`src/rtl/ontest_pkg.sv`:
```
// Shared types and constants for the on-board FPU test sequencer.
// Special operands are built from EXP_W and the caller's fraction width.
package ontest_pkg;

  typedef enum logic [1:0] {IDLE, RUN, DRAIN, DONE} state_t;

  localparam int unsigned EXP_W        = 8;
  localparam logic [31:0] LFSR_MASK    = 32'h80200003;
  localparam int unsigned NUM_SPECIALS = 5;

  // Order: +0, -inf, qNaN, min denormal, +max finite
  function automatic logic [63:0] special_operand(input logic [2:0] idx, input int unsigned fra_w);
    logic [63:0] one;
    logic [63:0] exp_ones;
    one      = 64'd1;
    exp_ones = ((one << EXP_W) - one) << fra_w;
    case (idx)
      3'd1:    special_operand = (one << (fra_w + EXP_W)) | exp_ones;
      3'd2:    special_operand = exp_ones | (one << (fra_w - 1));
      3'd3:    special_operand = one;
      3'd4:    special_operand = (exp_ones ^ (one << fra_w)) | ((one << fra_w) - one);
      default: special_operand = '0;
    endcase
  endfunction

endpackage

```
`src/rtl/ontest_lfsr.sv`:
```
// Galois right-shift LFSR operand generator; reloads SEED on load, advances on step.
module ontest_lfsr
  import ontest_pkg::*;
#(
  parameter int unsigned      WIDTH = 32,
  parameter logic [WIDTH-1:0] SEED  = 32'h3F800000
) (
  input  logic             clk,
  input  logic             reset,
  input  logic             load,
  input  logic             step,
  output logic [WIDTH-1:0] q
);

  localparam logic [WIDTH-1:0] MASK = WIDTH'(LFSR_MASK);

  always_ff @(posedge clk or negedge reset) begin
    if (!reset) begin
      q <= SEED;
    end else if (load) begin
      q <= SEED;
    end else if (step) begin
      q <= (q >> 1) ^ (q[0] ? MASK : '0);
    end
  end

endmodule

```
`src/rtl/ontest_fpu_stim.sv`:
```
// On-board FPU test sequencer: issues LFSR operand pairs, checks result timing, folds results into a MISR.
// Optional feature macro: ONTEST_SPECIAL_EN (every 16th issue carries an IEEE special operand on op2).
module ontest_fpu_stim
  import ontest_pkg::*;
#(
  parameter int unsigned      WIDTH   = 32,
  parameter int unsigned      NUM_VEC = 1024,
  parameter int unsigned      LATENCY = 1,
  parameter logic [WIDTH-1:0] SEED1   = 32'h3F800000,
  parameter logic [WIDTH-1:0] SEED2   = 32'h40000000
) (
  input  logic             clk,
  input  logic             reset,
  input  logic             start,
  output logic [WIDTH-1:0] op1,
  output logic [WIDTH-1:0] op2,
  output logic             op_valid,
  input  logic [WIDTH-1:0] result,
  input  logic             result_valid,
  (* mark_debug = "true" *) output logic [WIDTH-1:0] signature,
  (* mark_debug = "true" *) output logic [31:0]      vec_count,
  output logic             busy,
  output logic             done,
  (* mark_debug = "true" *) output logic             error
);

  localparam int unsigned      FRA_W = WIDTH - 1 - EXP_W;
  localparam logic [WIDTH-1:0] MASK  = WIDTH'(LFSR_MASK);

  state_t             r_state;
  logic [31:0]        r_issue;
  logic [LATENCY-1:0] r_pipe;
  logic [LATENCY-1:0] w_pipe_next;
  logic [WIDTH-1:0]   w_lfsr2;
  logic [WIDTH-1:0]   w_sig_next;
  logic               w_load;
  logic               w_exp_v;
  logic               w_accept;
  logic               w_mismatch;

  assign w_load      = start & ((r_state == IDLE) | (r_state == DONE));
  assign w_pipe_next = LATENCY'({r_pipe, op_valid});
  assign w_exp_v     = r_pipe[LATENCY-1];
  assign w_accept    = result_valid & w_exp_v;
  assign w_mismatch  = result_valid ^ w_exp_v;
  assign w_sig_next  = {signature[WIDTH-2:0], ^(signature & MASK)} ^ result;

  ontest_lfsr #(.WIDTH(WIDTH), .SEED(SEED1)) u_lfsr1 (
    .clk   (clk),
    .reset (reset),
    .load  (w_load),
    .step  (op_valid),
    .q     (op1)
  );

  ontest_lfsr #(.WIDTH(WIDTH), .SEED(SEED2)) u_lfsr2 (
    .clk   (clk),
    .reset (reset),
    .load  (w_load),
    .step  (op_valid),
    .q     (w_lfsr2)
  );

`ifdef ONTEST_SPECIAL_EN
  logic [2:0] r_spec_idx;
  logic       w_special;

  assign w_special = op_valid & (r_issue[3:0] == 4'hF);
  assign op2       = w_special ? WIDTH'(special_operand(r_spec_idx, FRA_W)) : w_lfsr2;

  always_ff @(posedge clk or negedge reset) begin
    if (!reset) begin
      r_spec_idx <= '0;
    end else if (w_load) begin
      r_spec_idx <= '0;
    end else if (w_special) begin
      r_spec_idx <= (r_spec_idx == 3'(NUM_SPECIALS - 1)) ? '0 : r_spec_idx + 3'd1;
    end
  end
`else
  assign op2 = w_lfsr2;
`endif

  always_ff @(posedge clk or negedge reset) begin
    if (!reset) begin
      r_state   <= IDLE;
      r_issue   <= '0;
      r_pipe    <= '0;
      op_valid  <= 1'b0;
      signature <= '0;
      vec_count <= '0;
      busy      <= 1'b0;
      done      <= 1'b0;
      error     <= 1'b0;
    end else begin
      r_pipe <= w_pipe_next;
      if (w_load) begin
        r_state   <= RUN;
        r_issue   <= '0;
        op_valid  <= 1'b1;
        signature <= '0;
        vec_count <= '0;
        busy      <= 1'b1;
        done      <= 1'b0;
        error     <= 1'b0;
      end else begin
        if (w_accept) begin
          signature <= w_sig_next;
          vec_count <= vec_count + 32'd1;
        end
        if (w_mismatch) error <= 1'b1;
        case (r_state)
          RUN: begin
            if (r_issue == 32'(NUM_VEC - 1)) begin
              r_state  <= DRAIN;
              op_valid <= 1'b0;
            end else begin
              r_issue <= r_issue + 32'd1;
            end
          end
          // Finish on the edge that retires the last expected result so done lands one cycle after it
          DRAIN: begin
            if (w_pipe_next == '0) begin
              r_state <= DONE;
              busy    <= 1'b0;
              done    <= 1'b1;
            end
          end
          default: ;
        endcase
      end
    end
  end

endmodule

```
`config.mk`:
```
export PLATFORM = sky130hd
export DESIGN_NAME = ontest_fpu_stim
export DESIGN_NICKNAME = d
export VERILOG_FILES = /design/src/rtl/ontest_pkg.sv /design/src/rtl/ontest_lfsr.sv /design/src/rtl/ontest_fpu_stim.sv
export SDC_FILE = /design/constraint.sdc
export NUM_CORES = 1
export LEC_CHECK = 0
export ABC_CLOCK_PERIOD_IN_PS = 4550
export CORE_MARGIN = 2
export CORE_UTILIZATION = 50
export DETAILED_ROUTE_END_ITERATION = 10
export DONT_BUFFER_PORTS = 1
export GPL_TIMING_DRIVEN = 0
export PLACE_DENSITY = 0.65
export SLEW_MARGIN = 10
export SYNTH_ARGS = -nofsm -noshare
export SYNTH_HDL_FRONTEND = slang
export SYNTH_SLANG_ARGS = --single-unit
```
`constraint.sdc`:
```
create_clock -name clk -period 4.55 [get_ports clk]
set_input_delay 0.455 -clock clk [delete_from_list [all_inputs] [get_ports clk]]
set_output_delay 0.455 -clock clk [all_outputs]
set_load 0.02 [all_outputs]
```
==> flow_summary.yaml <==
final_layout:
  final_cell_mix: "159 x sky130_fd_sc_hd__dfrtp_1, 152 x sky130_fd_sc_hd__nor2_1, 60 x sky130_fd_sc_hd__mux2i_1"
  antenna-diode-count: 0
  areaGrowthSynthToFinish_pct: 11.61
  layout.cells.most_common: "sky130_fd_sc_hd__dfrtp_1"
  nNetsFinal: 788
  drive_gt1_share_pct: 6.974
  fin_util_pct: 56.83
route:
  post-route-drc-count: 0
  drt_iter0_markers: 290
  antenna_left: 0
  route.detailed.wl_per_inst_um: 18.30
  routed_wl_um: 17350
  dr.pass1.iters: 6
  avgViaCountPerCell: 5.689
  via_count: 5393
logic_synthesis:
  syn-instance-count: 727
  ys_seq_area_share_pct: 54.52
  ys_warn_count: 0
  ys_seq_elements: 167
  netlist_area_mm2: 0.007684
  synthDistinctLibCells: 39
  syn-mean-instance-area_um2: 10.57
  syn-num-nets: 768
floorplanning:
  io_pins: 168
  design.die.area_mm2: 0.01638
  chipHeight_um: 128.0
  core_region_area_mm2: 0.01509
  start_util_pct: 50.92
  num_rows: 45
  floorplan.die.width_um: 128.0
status:
  outcome: "complete, no violations"
grt:
  antenna_found_initial: 0
  grt_first_pass_wirelength_um: 28320
  globalRouteOverflowTotal: 0
  maximum_number_of_pins_on_one_net_before_global_route_repair: 168
  via_count_of_the_first_global_routing_pass: 5397
  grt_util_all_layers_pct: 21.78
critical_path:
  worst-endpoint-required_ns: 4.84
  timing.critical_path.mode_cell: "sky130_fd_sc_hd__clkbuf_1"
  cp.arrival_ns: 2.93
  timing.critical_path.cells: "inv_1 > ha_1 > and2_1 > clkbuf_1 > clkbuf_1 > clkbuf_1 > nor2_1"
  critical_path.endpoint_type: "flop"
  max_stage_delay_ns: 0.54
  critPathTopFamily: "buffers and inverters"
  cp_slowest_cell: "sky130_fd_sc_hd__clkbuf_1"
  worst-path-buf-inv: 4
  setup.worst_path.class: "reg2reg"
  critical_path_peak_fanout: 10
  critical_path_startpoint_category: "flop"
sta:
  worst_slew_margin_relative_to_its_limit_pct: 38.46
  grt_setup_unrepaired: "no"
  achievable_frequency_mhz: 378.7
  timing_max_transition_violations_final: 0
  worst-slew-pin-transition_ns: 0.9146
  finalWorstPathRequiredPeriod_ns: 2.641
  worst_clock_skew_ns: 0.009663
  final_hold_viol_count: 0
  hold_ws_ns: 0.01277
  setup-violations-final: 0
  post-route-period-util_pct: 58.04
  totalNegativeSetupSlack_ns: 0
clocking:
  numCtsBuffers: 17
  clock_latency_ns: 0.43
  clock_sinks: 167
  clockBufferDepth: 2
  cts.clk_slew.worst_paths_ns: 0.07
  cts_tree: "yes"
  cts-root-buf: "sky130_fd_sc_hd__clkbuf_16"
  cts_htree_levels: 4
  post_cts_buffers: 0
run:
  max_cap_viol_count: 0
placed_design:
  io_buffers: 0
  place_congestion: 0.7855
  hpwl_um: 12190
power_and_ir_drop:
  p_per_area_mw_per_mm2: 616.1
  vdd_drop_max_v: 0.0003433
  static-leakage-power_nw: 4.123
min_path:
  hp-class: "in2async"
==> path summary, 6_finish.rpt <==
| kind | startpoint | endpoint | slack (ns) | depth (start not counted) |
|---|---|---|---|---|
| min in group clk | result[11] | signature[11]$_DFFE_PN0P_ | 0.22 | 2 |
| min reg2reg | r_issue[27]$_DFFE_PN0P_ | r_issue[27]$_DFFE_PN0P_ | 0.58 | 2 |
| max | r_state[0]$_DFFE_PN0P_ | u_lfsr1.q[8]$_DFFE_PN0P_ | 1.91 | 7 |
| max reg2reg | r_state[0]$_DFFE_PN0P_ | u_lfsr1.q[8]$_DFFE_PN0P_ | 1.91 | 7 |
| min | reset | vec_count[7]$_DFFE_PN0P_ | 0.01 | 1 |
| max in group asynchronous | reset | r_issue[25]$_DFFE_PN0P_ | 3.83 | 1 |
==> state kept, by name, indices dropped and copies added, names as in the netlist <==
register   flops
r_pipe         1
u_lfsr2.q     32
u_lfsr1.q     32
vec_count     32
done           1
r_issue       32
r_state        2
op_valid       1
error          1
signature     32
busy           1
==> metal layers <==
layer,GRT usage [%],share of wire (%)
met1,27.55,43
met5,0,0
met3,7.554,6.6
met4,6.787,1.5
met2,35.42,48
==> cells by family after synthesis <==
group | after synthesis | synth area share, %
flip-flops | 167 | 54.52
adder cells (fa/ha/maj) | 5 | 0.8142
AND/OR/NAND/NOR | 292 | 18.11
AO/OA/AOI/OAI | 62 | 5.781
XOR/XNOR | 91 | 10.37
multiplexers | 60 | 7.816
buffers and inverters | 50 | 2.589
==> metrics by stage <==
step           std cells  power, W  area, um2  worst slack (ns)
6_report             948  0.005284       8576             1.909
5_1_grt              948  0.005581       8576             1.699
4_1_cts              948  0.005337       8576             1.861
3_5_place_dp         915  0.003774       7919             1.863
3_3_place_gp         915  0.003715       7919             1.931
2_1_floorplan        727  0.003395       7684             2.594
==> power breakdown <==
group	internal, W	total, W	leakage (nW)	switching [W]
Sequential	0.00186	0.00270	2.20	0.000842
Clock	0.000915	0.00153	0.297	0.000611
Combinational	0.000429	0.00106	1.63	0.000629
Total	0.00320	0.00528	4.12	0.00208
==> timing repair <==
action,CTS,global route
gates resized for setup,0,0
hold buffers,1,0
endpoints found under the hold margin,167,0
==> cell usage after synthesis <==
master	instances	area, um2
sky130_fd_sc_hd__nor3_2	1	10.01
sky130_fd_sc_hd__and4_1	4	35.03
sky130_fd_sc_hd__nand4_2	1	12.51
sky130_fd_sc_hd__a21oi_1	10	50.05
sky130_fd_sc_hd__xnor2_1	55	481.7
sky130_fd_sc_hd__o21ai_1	2	10.01
sky130_fd_sc_hd__o21ai_0	5	25.02
sky130_fd_sc_hd__nor4_4	1	21.27
sky130_fd_sc_hd__nand4_1	24	150.1
sky130_fd_sc_hd__buf_6	1	11.26
sky130_fd_sc_hd__nand4_4	1	21.27
sky130_fd_sc_hd__buf_2	3	15.01
sky130_fd_sc_hd__nand2_2	1	6.260
sky130_fd_sc_hd__o31ai_1	4	30.03
sky130_fd_sc_hd__clkbuf_1	34	127.6
sky130_fd_sc_hd__and2_1	4	25.02
sky130_fd_sc_hd__o41ai_4	1	27.53
sky130_fd_sc_hd__nor4_1	11	68.82
sky130_fd_sc_hd__inv_1	11	41.29
sky130_fd_sc_hd__nor2_1	152	570.6
sky130_fd_sc_hd__xor2_1	36	315.3
sky130_fd_sc_hd__dfstp_2	8	210.2
sky130_fd_sc_hd__nor4b_1	2	17.52
sky130_fd_sc_hd__or2_4	1	8.760
sky130_fd_sc_hd__nand2_1	38	142.6
sky130_fd_sc_hd__and3_1	7	43.79
sky130_fd_sc_hd__or4_1	7	52.55
sky130_fd_sc_hd__ha_1	5	62.56
sky130_fd_sc_hd__or3_1	6	37.54
sky130_fd_sc_hd__nand3_1	22	110.1
sky130_fd_sc_hd__nor4_2	1	12.51
sky130_fd_sc_hd__a22o_1	1	8.760
sky130_fd_sc_hd__mux2i_1	60	600.6
sky130_fd_sc_hd__o211ai_1	3	22.52
sky130_fd_sc_hd__buf_1	1	3.750
sky130_fd_sc_hd__a211oi_1	36	270.3
sky130_fd_sc_hd__nor4bb_1	1	10.01
sky130_fd_sc_hd__dfrtp_1	159	3979
sky130_fd_sc_hd__nor3_1	7	35.03
==> layout make-up <==
type	instances	area [um2]
Fill cell	1305	6514
Buffer	39	157.7
Clock buffer	20	466.7
Clock inverter	12	162.7
Sequential cell	167	4189
Tap cell	188	235.2
Multi-Input combinational cell	510	3296
Inverter	11	41.29
Timing Repair Buffer	1	27.53
Power figures use the tool's default switching activity.
